<file path="config.mk">
export PLATFORM = sky130hd
export DESIGN_NAME = parity_step_counter
export DESIGN_NICKNAME = d
export VERILOG_FILES = /design/src/rtl/step_counter_pkg.sv /design/src/rtl/step_calc.sv /design/src/rtl/parity_step_counter.sv
export SDC_FILE = /design/constraint.sdc
export NUM_CORES = 1
export LEC_CHECK = 0
export BUFFER_PORTS_ARGS = -buffer_cell sky130_fd_sc_hd__buf_2
export CORE_AREA = 10 10 62 51
export DETAILED_ROUTE_END_ITERATION = 10
export DIE_AREA = 0 0 72 61
export GPL_TIMING_DRIVEN = 0
export PLACE_DENSITY = 0.81
export SYNTH_ARGS = -nofsm -noshare
export SYNTH_HDL_FRONTEND = slang
export SYNTH_SLANG_ARGS = --single-unit
</file>
<file path="constraint.sdc">
create_clock -name clk -period 5 [get_ports clk]
set_input_delay 0.25 -clock clk [delete_from_list [all_inputs] [get_ports clk]]
set_output_delay 0.25 -clock clk [all_outputs]
set_load 0.005 [all_outputs]
</file>
<file path="src/rtl/step_counter_pkg.sv">
// Shared encodings for the parity step counter and its step calculator.
package step_counter_pkg;
    typedef enum logic [1:0] {
        MODE_EVEN_A = 2'b00,
        MODE_ODD_A  = 2'b01,
        MODE_FIXED  = 2'b10,
        MODE_UNIT   = 2'b11
    } mode_e;
endpackage

</file>
<file path="src/rtl/step_calc.sv">
// Combinational next-count calculator: picks a parity-dependent step and applies it
// up or down, flagging carry/borrow and optionally clamping at the range ends.
import step_counter_pkg::*;

module step_calc #(
    parameter int WIDTH  = 8,
    parameter int STEP_A = 2,
    parameter int STEP_B = 3
) (
    input  logic [WIDTH-1:0] i_dout,
    input  logic [1:0]       i_mode,
    input  logic             i_dir,
    input  logic             i_sat,
    output logic [WIDTH-1:0] o_next,
    output logic             o_ovf
);
    localparam logic [WIDTH:0] W_A = (WIDTH+1)'(STEP_A);
    localparam logic [WIDTH:0] W_B = (WIDTH+1)'(STEP_B);

    logic [WIDTH:0] w_step;
    logic [WIDTH:0] w_sum;
    logic           w_odd;

    assign w_odd = i_dout[0];

    always_comb begin
        w_step = W_A;
        case (mode_e'(i_mode))
            MODE_EVEN_A: w_step = w_odd ? W_B : W_A;
            MODE_ODD_A:  w_step = w_odd ? W_A : W_B;
            MODE_FIXED:  w_step = W_A;
            MODE_UNIT:   w_step = (WIDTH+1)'(1);
            default:     w_step = W_A;
        endcase
    end

    // The extra top bit is the carry going up and the borrow going down.
    always_comb begin
        w_sum  = i_dir ? ({1'b0, i_dout} - w_step) : ({1'b0, i_dout} + w_step);
        o_ovf  = w_sum[WIDTH];
        o_next = w_sum[WIDTH-1:0];
        if (o_ovf && i_sat)
            o_next = i_dir ? '0 : '1;
    end
endmodule

</file>
<file path="src/rtl/parity_step_counter.sv">
// Step counter with parity-selected step sizes, up/down, wrap/saturate and
// overflow pulse/sticky flags. Holds the registers and load/enable priority.
import step_counter_pkg::*;

module parity_step_counter #(
    parameter int WIDTH  = 8,
    parameter int STEP_A = 2,
    parameter int STEP_B = 3
) (
    input  logic             clk,
    input  logic             rst,
    input  logic             i_en,
    input  logic             i_load,
    input  logic [WIDTH-1:0] i_din,
    input  logic [1:0]       i_mode,
    input  logic             i_dir,
    input  logic             i_sat,
    input  logic             i_clr_ovf,
    output logic [WIDTH-1:0] o_dout,
    output logic             o_ovf_pulse,
    output logic             o_ovf_sticky,
    output logic             o_at_limit
);
    localparam longint MAXV = (64'd1 << WIDTH) - 1;

    if (STEP_A < 1 || longint'(STEP_A) > MAXV) begin : g_bad_step_a
        $error("STEP_A out of range 1..MAXV");
    end
    if (STEP_B < 1 || longint'(STEP_B) > MAXV) begin : g_bad_step_b
        $error("STEP_B out of range 1..MAXV");
    end

    logic [WIDTH-1:0] r_dout;
    logic             r_ovf_pulse;
    logic             r_ovf_sticky;
    logic [WIDTH-1:0] w_next;
    logic             w_ovf;
    logic             w_step_ovf;

    step_calc #(.WIDTH(WIDTH), .STEP_A(STEP_A), .STEP_B(STEP_B)) u_calc (
        .i_dout (r_dout),
        .i_mode (i_mode),
        .i_dir  (i_dir),
        .i_sat  (i_sat),
        .o_next (w_next),
        .o_ovf  (w_ovf)
    );

    // Only an enabled, non-load step can raise the overflow flags.
    assign w_step_ovf = i_en && !i_load && w_ovf;

    always_ff @(posedge clk) begin
        if (rst) begin
            r_dout       <= '0;
            r_ovf_pulse  <= 1'b0;
            r_ovf_sticky <= 1'b0;
        end else begin
            if (i_load)
                r_dout <= i_din;
            else if (i_en)
                r_dout <= w_next;
            r_ovf_pulse <= w_step_ovf;
            // Set beats clear when both land on the same edge.
            if (w_step_ovf)
                r_ovf_sticky <= 1'b1;
            else if (i_clr_ovf)
                r_ovf_sticky <= 1'b0;
        end
    end

    assign o_dout       = r_dout;
    assign o_ovf_pulse  = r_ovf_pulse;
    assign o_ovf_sticky = r_ovf_sticky;
    assign o_at_limit   = i_dir ? (r_dout == '0) : (r_dout == '1);
endmodule

</file>
Word-level counts from Yosys, hierarchy flattened
Index checks and enable logic that the tools add are counted.

word-level totals
  flip-flop bits (word level) = 10
  input port bits = 17
  output and inout port bits = 11
  word-level logic and storage cells = 28

cells by class
  add/subtract/negate cells = 2
  eq/ne operators = 4
  multiplexer cells = 11
  reduce and logical (&&, ||, !) cells = 8

operators by type and width
  cell                  number
  $pmux W9 S4           1
  $mux W8               4
  $add A8 B9 Y9         1
  $mux W9               1
  $sub A8 B9 Y9         1
  $eq A8 B8 Y1 const B  1
  $logic_not A8 Y1      1
  $mux W1               5
  $eq A2 B2 Y1 const B  2
  $reduce_bool A2 Y1    2
  $logic_and A1 B1 Y1   3
  $eq A2 B1 Y1 const B  1
  $logic_not A2 Y1      1
  $logic_not A1 Y1      1

Depth between registers and ports, before layout
Gate-level depths: netlist of the first run.

  depth after elaboration = 8
  depth in mapped cells = 12

Modules after synthesis
Synthesis of the first run repeated with hierarchy kept, for this count alone.

unflattened totals
  cell total of the unflattened synthesis = 118
  area total of the unflattened synthesis = 1077.3 um^2

modules (own cells, without submodules)
  module               instances  cells each  area an instance (um^2)  sequential area each (um^2)
  step_calc            1          71          554.3                    0.0
  parity_step_counter  1          47          523.0                    200.2

Worst setup path after synthesis of the first run
No wires, ideal clock.

  path kind = register to register
  from = reg r_dout[0], in the netlist o_dout[0]
  to = reg r_dout[7], in the netlist o_dout[7]
  library setup time = 0.133 ns
  arrival time = 2.484 ns
  required time = 4.867 ns
  setup slack = 2.383 ns
  stages on the path, launching flop included = 11
  clock period less this slack = 2.617 ns
  cell sequence = dfxtp_1 nor2b_1 xnor2_1 ha_1 o21ai_0 ha_1 a2111o_1 nand2_1 mux2_1 o2bb2ai_1 a311oi_2

between the ends
  word-level cells in the longest chain between the ends = 8

RTL lines
  item                                            RTL line                          source
  start, declared                                 parity_step_counter.sv:33         logic [WIDTH-1:0] r_dout;
  start signal, assigned                          parity_step_counter.sv:59         r_dout <= i_din;
  start signal, assigned                          parity_step_counter.sv:61         r_dout <= w_next;
  $mux W1 (on tied branches)                      step_calc.sv:30, step_calc.sv:29
  $pmux W9 S4                                     step_calc.sv:28                   case (mode_e'(i_mode))
  $add A8 B9 Y9 or $sub A8 B9 Y9 (tied branches)  step_calc.sv:39                   w_sum = i_dir ? ({1'b0, i_dout} - w_step) : ({1'b0, i_dout} + w_step);
  $mux W9 (*)                                     step_calc.sv:39
  $logic_and A1 B1 Y1                             step_calc.sv:42                   if (o_ovf && i_sat)
  $mux W8 (*)                                     step_calc.sv:42
  $mux W8 (*)                                     parity_step_counter.sv:60         else if (i_en)
  $mux W8 (*)                                     parity_step_counter.sv:58         if (i_load)

Mark *: on every way between the ends. The rest lies on a longest branch, timed or not. The select of a mux whose other input is x is not followed.
A chain may end at the register's enable or synchronous reset.

Final worst setup path of the first run
  from = reg r_dout[0], in the netlist o_dout[0]
  to = reg r_dout[3], in the netlist o_dout[3]

Same word-level chain as after synthesis.

==> results of run 1 <==
==> final timing paths <==
path	from	to	depth (start not counted)
max	o_dout[0]	o_dout[3]	12
min	i_din[4]	o_dout[4]	3
max reg2reg	o_dout[0]	o_dout[3]	12
min reg2reg	o_ovf_sticky	o_ovf_sticky	3
==> layer usage <==
layer | share of wire (%) | global-route usage [%] | vias up
met5 | 0 | 0 | -
met4 | 1.0 | 3.03 | 0
met3 | 7.8 | 5.38 | 6
met2 | 47 | 24.7 | 41
met1 | 44 | 17.0 | 534
li1 | - | - | 545
==> registers in the layout, summed over array words and instances, names as in the netlist <==
signal        flops
o_dout            8
o_ovf_sticky      1
o_ovf_pulse       1
==> kinds of logic (layout without fill, tap and decap cells) <==
family	after synthesis	count (layout)	share of synthesized area, %
buffers and inverters	8	35	6.96
DFF	10	10	18.9
xor gates and xnor gates	8	8	6.60
and+or+nand+nor	51	51	26.8
AOI/OAI and AO/OA	44	44	28.4
adders and majority gates	9	9	11.3
muxes	1	1	1.06
==> stage by stage <==
stage	setup WS, ns	cells	cell area [um2]	total power [mW]	utilization (%)
finish	1.95	182	1230	0.314	62.9
global route	1.59	182	1230	0.335	62.9
CTS	1.96	182	1230	0.311	62.9
detailed placement	1.98	179	1210	0.257	61.7
global placement	2.12	179	1210	0.250	61.7
floorplan	2.38	131	1060	0.214	-
==> critical path, stage by stage, from the launching register on <==
cell,delay [ns]
dfxtp_1,0.44
nor2b_1,0.19
xnor2_1,0.13
ha_1,0.22
nor2_1,0.06
inv_1,0.21
ha_1,0.34
a21oi_1,0.21
o21ai_0,0.14
or3_1,0.38
nand4_1,0.23
a21boi_0,0.26
o22ai_1,0.12
==> power by group through the flow <==
stage	clock, mW	sequential (mW)	combinational (mW)
2_1_floorplan	0	0.0979	0.116
3_5_place_dp	0	0.0996	0.157
3_3_place_gp	0	0.0989	0.152
5_1_grt	0.0597	0.0992	0.176
6_report	0.0566	0.0981	0.159
4_1_cts	0.0555	0.0978	0.158
==> cells in the final DEF (no fill, tap or decap), types with 2 or more instances in the layout <==
master,count
buf_2,24
a21oi_1,16
nor2_1,13
nand2_1,11
dfxtp_1,10
nor3b_1,8
ha_1,8
xnor2_1,6
clkbuf_8,4
a31oi_1,4
inv_1,3
o21ai_0,3
nand4_1,3
a21boi_0,3
o22ai_1,3
clkbuf_4,3
nor2b_1,2
or3_1,2
nand3_1,2
a21o_1,2
nand2b_1,2
a221o_1,2
xor2_1,2
a211oi_1,2
==> area by class of cell <==
type                    count  area [um2]
multi-input cells         113         787
fillers                   192         728
flip-flops and latches     10         200
repair buffers             24         120
plain buffers               5        62.6
well taps                  24        30.0
clock buffers               3        22.5
inverters                   3        11.3
==> results.py, run 1 <==
metrics = {
    "outcome": {
        "status": "finished clean",
    },
    "critical_path": {
        "worstPathMaxFanout": 7,
        "ff2ff_setup_slack_ns": 1.95,
        "end_kind": "flop",
        "critPathKind": "flop to flop",
        "worst_setup_path_start_kind": "flop",
        "cp.arrival_ns": 3.20,
        "cp.required_ns": 5.15,
    },
    "cts": {
        "cts_buffer_depth": 2,
        "cts_tree": "built",
        "ctsHoldBuffers": 0,
        "numClockSinks": 10,
        "clk_pin_slew_ns": 0.06,
        "cts.repair.resized": 0,
        "ctsRootBufferMaster": "clkbuf_4",
        "cts_max_level": 1,
        "clk_latency_ns": 0.27,
        "numCtsBuffers": 3,
        "cts_setup_buffers": 0,
    },
    "timing": {
        "skew_ns": 0.00106,
        "finalSetupTns_ns": 0,
        "rsz0062_at_grt": "no",
        "setup_viol": 0,
        "final.period_utilization_pct": 61.0,
        "slew_headroom_pct": 74.3,
        "drv_slew": 0,
        "worst_pin_slew_ns": 0.382,
        "holdWs_ns": 0.270,
        "period_needed_ns": 3.05,
        "timing.fmax_mhz": 328,
        "hold_viol": 0,
    },
    "route": {
        "via_count": 1126,
        "first_pass_iters": 4,
        "drc": 0,
        "drtAntennaViolNets": 0,
        "wl_per_cell_um": 16.5,
        "wl_um": 3000,
        "viasPerCell": 6.19,
        "drt_iter0_markers": 82,
    },
    "power": {
        "p_seq_share_pct": 31.2,
        "p_per_area_nw_per_um2": 255,
        "internal_power_uw": 188,
        "p_clk_share_pct": 18.0,
        "power_switching_uw": 126,
        "p_leak_nw": 0.559,
        "vdd_drop_max_uv": 176,
        "switching_share_pct": 40.0,
        "combPwrFrac_pct": 50.7,
    },
    "synth": {
        "synth_cell_types": 42,
        "yosys_warnings": 0,
        "syn_area_per_cell_um2": 8.10,
        "synth_most_common_cell": "a21oi_1",
        "synth_top_cell_by_area": "dfxtp_1",
        "synth-seq-cells": 10,
        "synth_common_cells": "a21oi_1, nor2_1, nand2_1, dfxtp_1",
        "synth_flop_cell": "dfxtp_1",
        "synth_fp_nets": 157,
        "netlist_area_um2": 1060,
        "synth_top_cells_by_area": "dfxtp_1, ha_1, a21oi_1",
        "ys_seq_area_share_pct": 18.9,
        "synth_top_area_share_pct": 18.9,
        "synth_edf_count": 0,
        "syn_inst": 131,
        "async_flop_share_pct": 0,
    },
    "floorplan": {
        "die_y_um": 61,
        "initial_utilization_pct": 54.1,
        "coreArea_um2": 1960,
        "num_rows": 14,
        "io-pin-count": 28,
        "fp.dieArea_um2": 4390,
        "die_w_um": 72,
    },
    "placement": {
        "hpwl_um": 2450,
        "portBuffers": 24,
        "place_congestion": 0.867,
    },
    "global_route": {
        "overflow": 0,
        "grtUsageTotal_pct": 14.4,
        "first_global_vias": 1136,
        "grt_pass1_wl_um": 5150,
        "grt_max_degree": 11,
        "antenna_found_initial": 0,
    },
    "final_layout": {
        "final_nets": 186,
        "area_growth_pct": 16.3,
        "drive_gt1_share_pct": 25.9,
        "n_antenna_cell": 0,
    },
    "flow_run": {
        "drv_cap": 0,
    },
    "min_path": {
        "min_path_type": "input pin to flop",
    },
}
Note: power is estimated with default switching activity, not from simulation.
==> run 2: changes to the inputs <==
--- a/config.mk
+++ b/config.mk
@@ -5,12 +5,13 @@
 export SDC_FILE = /design/constraint.sdc
 export NUM_CORES = 1
 export LEC_CHECK = 0
+export ABC_AREA = 1
 export BUFFER_PORTS_ARGS = -buffer_cell sky130_fd_sc_hd__buf_2
 export CORE_AREA = 10 10 62 51
 export DETAILED_ROUTE_END_ITERATION = 10
 export DIE_AREA = 0 0 72 61
 export GPL_TIMING_DRIVEN = 0
-export PLACE_DENSITY = 0.81
+export PLACE_DENSITY = 0.76
 export SYNTH_ARGS = -nofsm -noshare
 export SYNTH_HDL_FRONTEND = slang
 export SYNTH_SLANG_ARGS = --single-unit
==> constraint.sdc (replaced) <==
create_clock -name clk -period 2.85 [get_ports clk]
set_input_delay 0.1425 -clock clk [delete_from_list [all_inputs] [get_ports clk]]
set_output_delay 0.1425 -clock clk [all_outputs]
set_load 0.005 [all_outputs]
==> run 2 against run 1 <==
Compared with the run above: sequential share of layout area up 0.96 points; global-route usage fell by 2.8 points; critical path depth up 3; critical endpoint is now o_dout[7]; critical path type unchanged.
==> results.py, run 2 <==
metrics = {
    "critical_path": {
        "ff2ff_setup_slack_ns": 0.21,
        "crit_path_max_incr_delay_ns": 0.43,
        "reg2reg_depth": 15,
        "crit_chain": "o22ai_1 > ha_1 > nor2_1 > inv_1 > ha_1 > nand2_1 > nand2_1 > a21oi_4 > nand2_2 > nand2_1 > nand3_2 > nand3_1 > nand2_1 > nand2_1 > a21oi_2",
        "r2r-start": "o_dout[0]",
        "r2r_end": "o_dout[7]",
        "worstPathMaxFanout": 8,
        "cp_common_cell": "nand2_1",
        "crit_start": "o_dout[0]",
        "worst_setup_path_start_kind": "flop",
        "slowest_stage": "dfxtp_1",
        "end_kind": "flop",
        "critPathKind": "flop to flop",
        "cp.arrival_ns": 2.79,
        "cp.required_ns": 3.00,
    },
    "min_path": {
        "holdPathStages": 4,
        "hold_end": "o_ovf_sticky",
        "min_path_type": "input pin to flop",
        "min-delay-start": "i_clr_ovf",
    },
    "timing": {
        "skew_ns": 0.00539,
        "postLayoutSetupSlackWorst_ns": 0.213,
        "period_needed_ns": 2.64,
        "drv_slew": 0,
        "final.period_utilization_pct": 92.5,
        "setup_viol": 0,
        "worst_pin_slew_ns": 0.408,
        "finalSetupTns_ns": 0,
        "hold_viol": 0,
        "slew_headroom_pct": 72.5,
        "rsz0062_at_grt": "no",
        "timing.fmax_mhz": 379,
    },
    "cts": {
        "ctsRootBufferMaster": "clkbuf_4",
        "numCtsBuffers": 3,
        "cts_max_level": 1,
        "cts.repair.resized": 0,
        "clk_latency_ns": 0.27,
        "cts_tree": "built",
        "cts_buffer_depth": 2,
        "cts_setup_buffers": 0,
        "clk_pin_slew_ns": 0.07,
        "ctsHoldBuffers": 0,
        "numClockSinks": 10,
    },
    "synth": {
        "synth_cell_types": 27,
        "synth-seq-cells": 10,
        "synth_top_cell_by_area": "dfxtp_1",
        "synth_common_cells": "nand2_1, inv_1, dfxtp_1, nand3_1",
        "ys_seq_area_share_pct": 20.6,
        "synth_top_cells_by_area": "dfxtp_1, nand2_1, ha_1",
        "yosys_warnings": 0,
        "synth_most_common_cell": "nand2_1",
        "synth_edf_count": 0,
        "synth_flop_cell": "dfxtp_1",
        "netlist_area_um2": 973,
        "synth_fp_nets": 171,
        "async_flop_share_pct": 0,
        "syn_inst": 145,
        "syn_area_per_cell_um2": 6.71,
        "synth_top_area_share_pct": 20.6,
    },
    "global_route": {
        "grtUsageTotal_pct": 11.7,
        "overflow": 0,
        "first_global_vias": 944,
        "grt_pass1_wl_um": 4130,
        "antenna_found_initial": 0,
        "grt_max_degree": 11,
    },
    "floorplan": {
        "num_rows": 14,
        "fp.dieArea_um2": 4390,
        "initial_utilization_pct": 49.6,
        "die_y_um": 61,
        "coreArea_um2": 1960,
        "io-pin-count": 28,
        "die_w_um": 72,
    },
    "outcome": {
        "status": "finished clean",
    },
    "route": {
        "first_pass_iters": 4,
        "drt_iter0_markers": 76,
        "wl_per_cell_um": 12.8,
        "drtAntennaViolNets": 0,
        "via_count": 1023,
        "viasPerCell": 5.17,
        "wl_um": 2530,
        "drc": 0,
    },
    "final_layout": {
        "n_antenna_cell": 0,
        "final_common_cell": "nand2_1",
        "seq_area_um2": 200,
        "utilization_pct": 59.4,
        "final_nets": 201,
        "largest_reg_flops": 8,
        "fill_cells": 199,
        "multiInputGateArea_um2": 696,
        "area_growth_pct": 19.7,
        "drive_gt1_share_pct": 27.0,
        "final_cell_mix": "nand2_1, buf_2, inv_1",
    },
    "placement": {
        "pre_cts_ws_ns": 0.205,
        "hpwl_um": 2080,
        "place_congestion": 0.891,
        "portBuffers": 25,
    },
    "flow_run": {
        "drv_cap": 0,
    },
    "power": {
        "p_leak_nw": 0.648,
        "vdd_drop_max_uv": 386,
        "p_per_area_nw_per_um2": 452,
    },
}
## run 2: changes by cell type after synthesis, sizes merged, moves of 6 or more
| cell | change |
|---|---|
| nand2 | +37 |
| inv | +15 |
| nand3 | +10 |
| nor3b | -8 |
| a22oi | +6 |
| xnor2 | -6 |
## run 2: per-stage QoR
step	instances	power, mW	hold WS, ns	instance area (um2)
floorplan	145	0.340	0.306	973
global placement	194	0.393	0.393	1130
detailed placement	194	0.402	0.405	1130
CTS	198	0.529	0.116	1160
global route	198	0.571	0.161	1160
finish	198	0.526	0.120	1160
## run 2: worst max-delay path by stage
stage / endpoint / slack [ns] / cells after the start
after floorplan: o_dout[2] / 0.56 / 15
after global placement: o_dout[3] / 0.32 / 15
after detailed placement: o_dout[7] / 0.21 / 15
after CTS: o_dout[7] / 0.19 / 15
after global routing: o_dout[2] / 0.04 / 15
final: o_dout[7] / 0.21 / 15
## run 2: kinds of logic after synthesis
family | share of synthesized area, %
AOI/OAI and AO/OA | 19.3
xor gates and xnor gates | 3.60
adders and majority gates | 12.3
buffers and inverters | 7.97
DFF | 20.6
and+or+nand+nor | 36.2
## run 2: cell type report
class	count	area share (%)
buffer	2	0.859
clock buffer	4	3.11
inverter	18	5.80
multi-input combinational	115	59.7
sequential	10	17.2
tap	24	2.58
timing repair buffer	25	10.7
## run 2: critical path, delay by kind of cell, from the launching register on
family | cells | cell delay [ns]
AND/OR/NAND/NOR | 9 | 0.97
adder cells (fa/ha/maj) | 2 | 0.57
flip-flops | 1 | 0.43
AO/OA/AOI/OAI | 3 | 0.34
buffers and inverters | 1 | 0.20
## run 2: power by group
part	total (mW)	switching, mW	internal [mW]
Combinational	0.230	0.136	0.0940
Sequential	0.169	0.0173	0.152
Clock	0.127	0.0496	0.0777
## run 2: per-layer routing
layer	up-vias	wire, um	GRT usage (%)
li1	542	-	-
met4	0	26	4.41
met1	452	1240	14.5
met3	2	152	4.89
met5	-	0	0
met2	27	1110	17.6
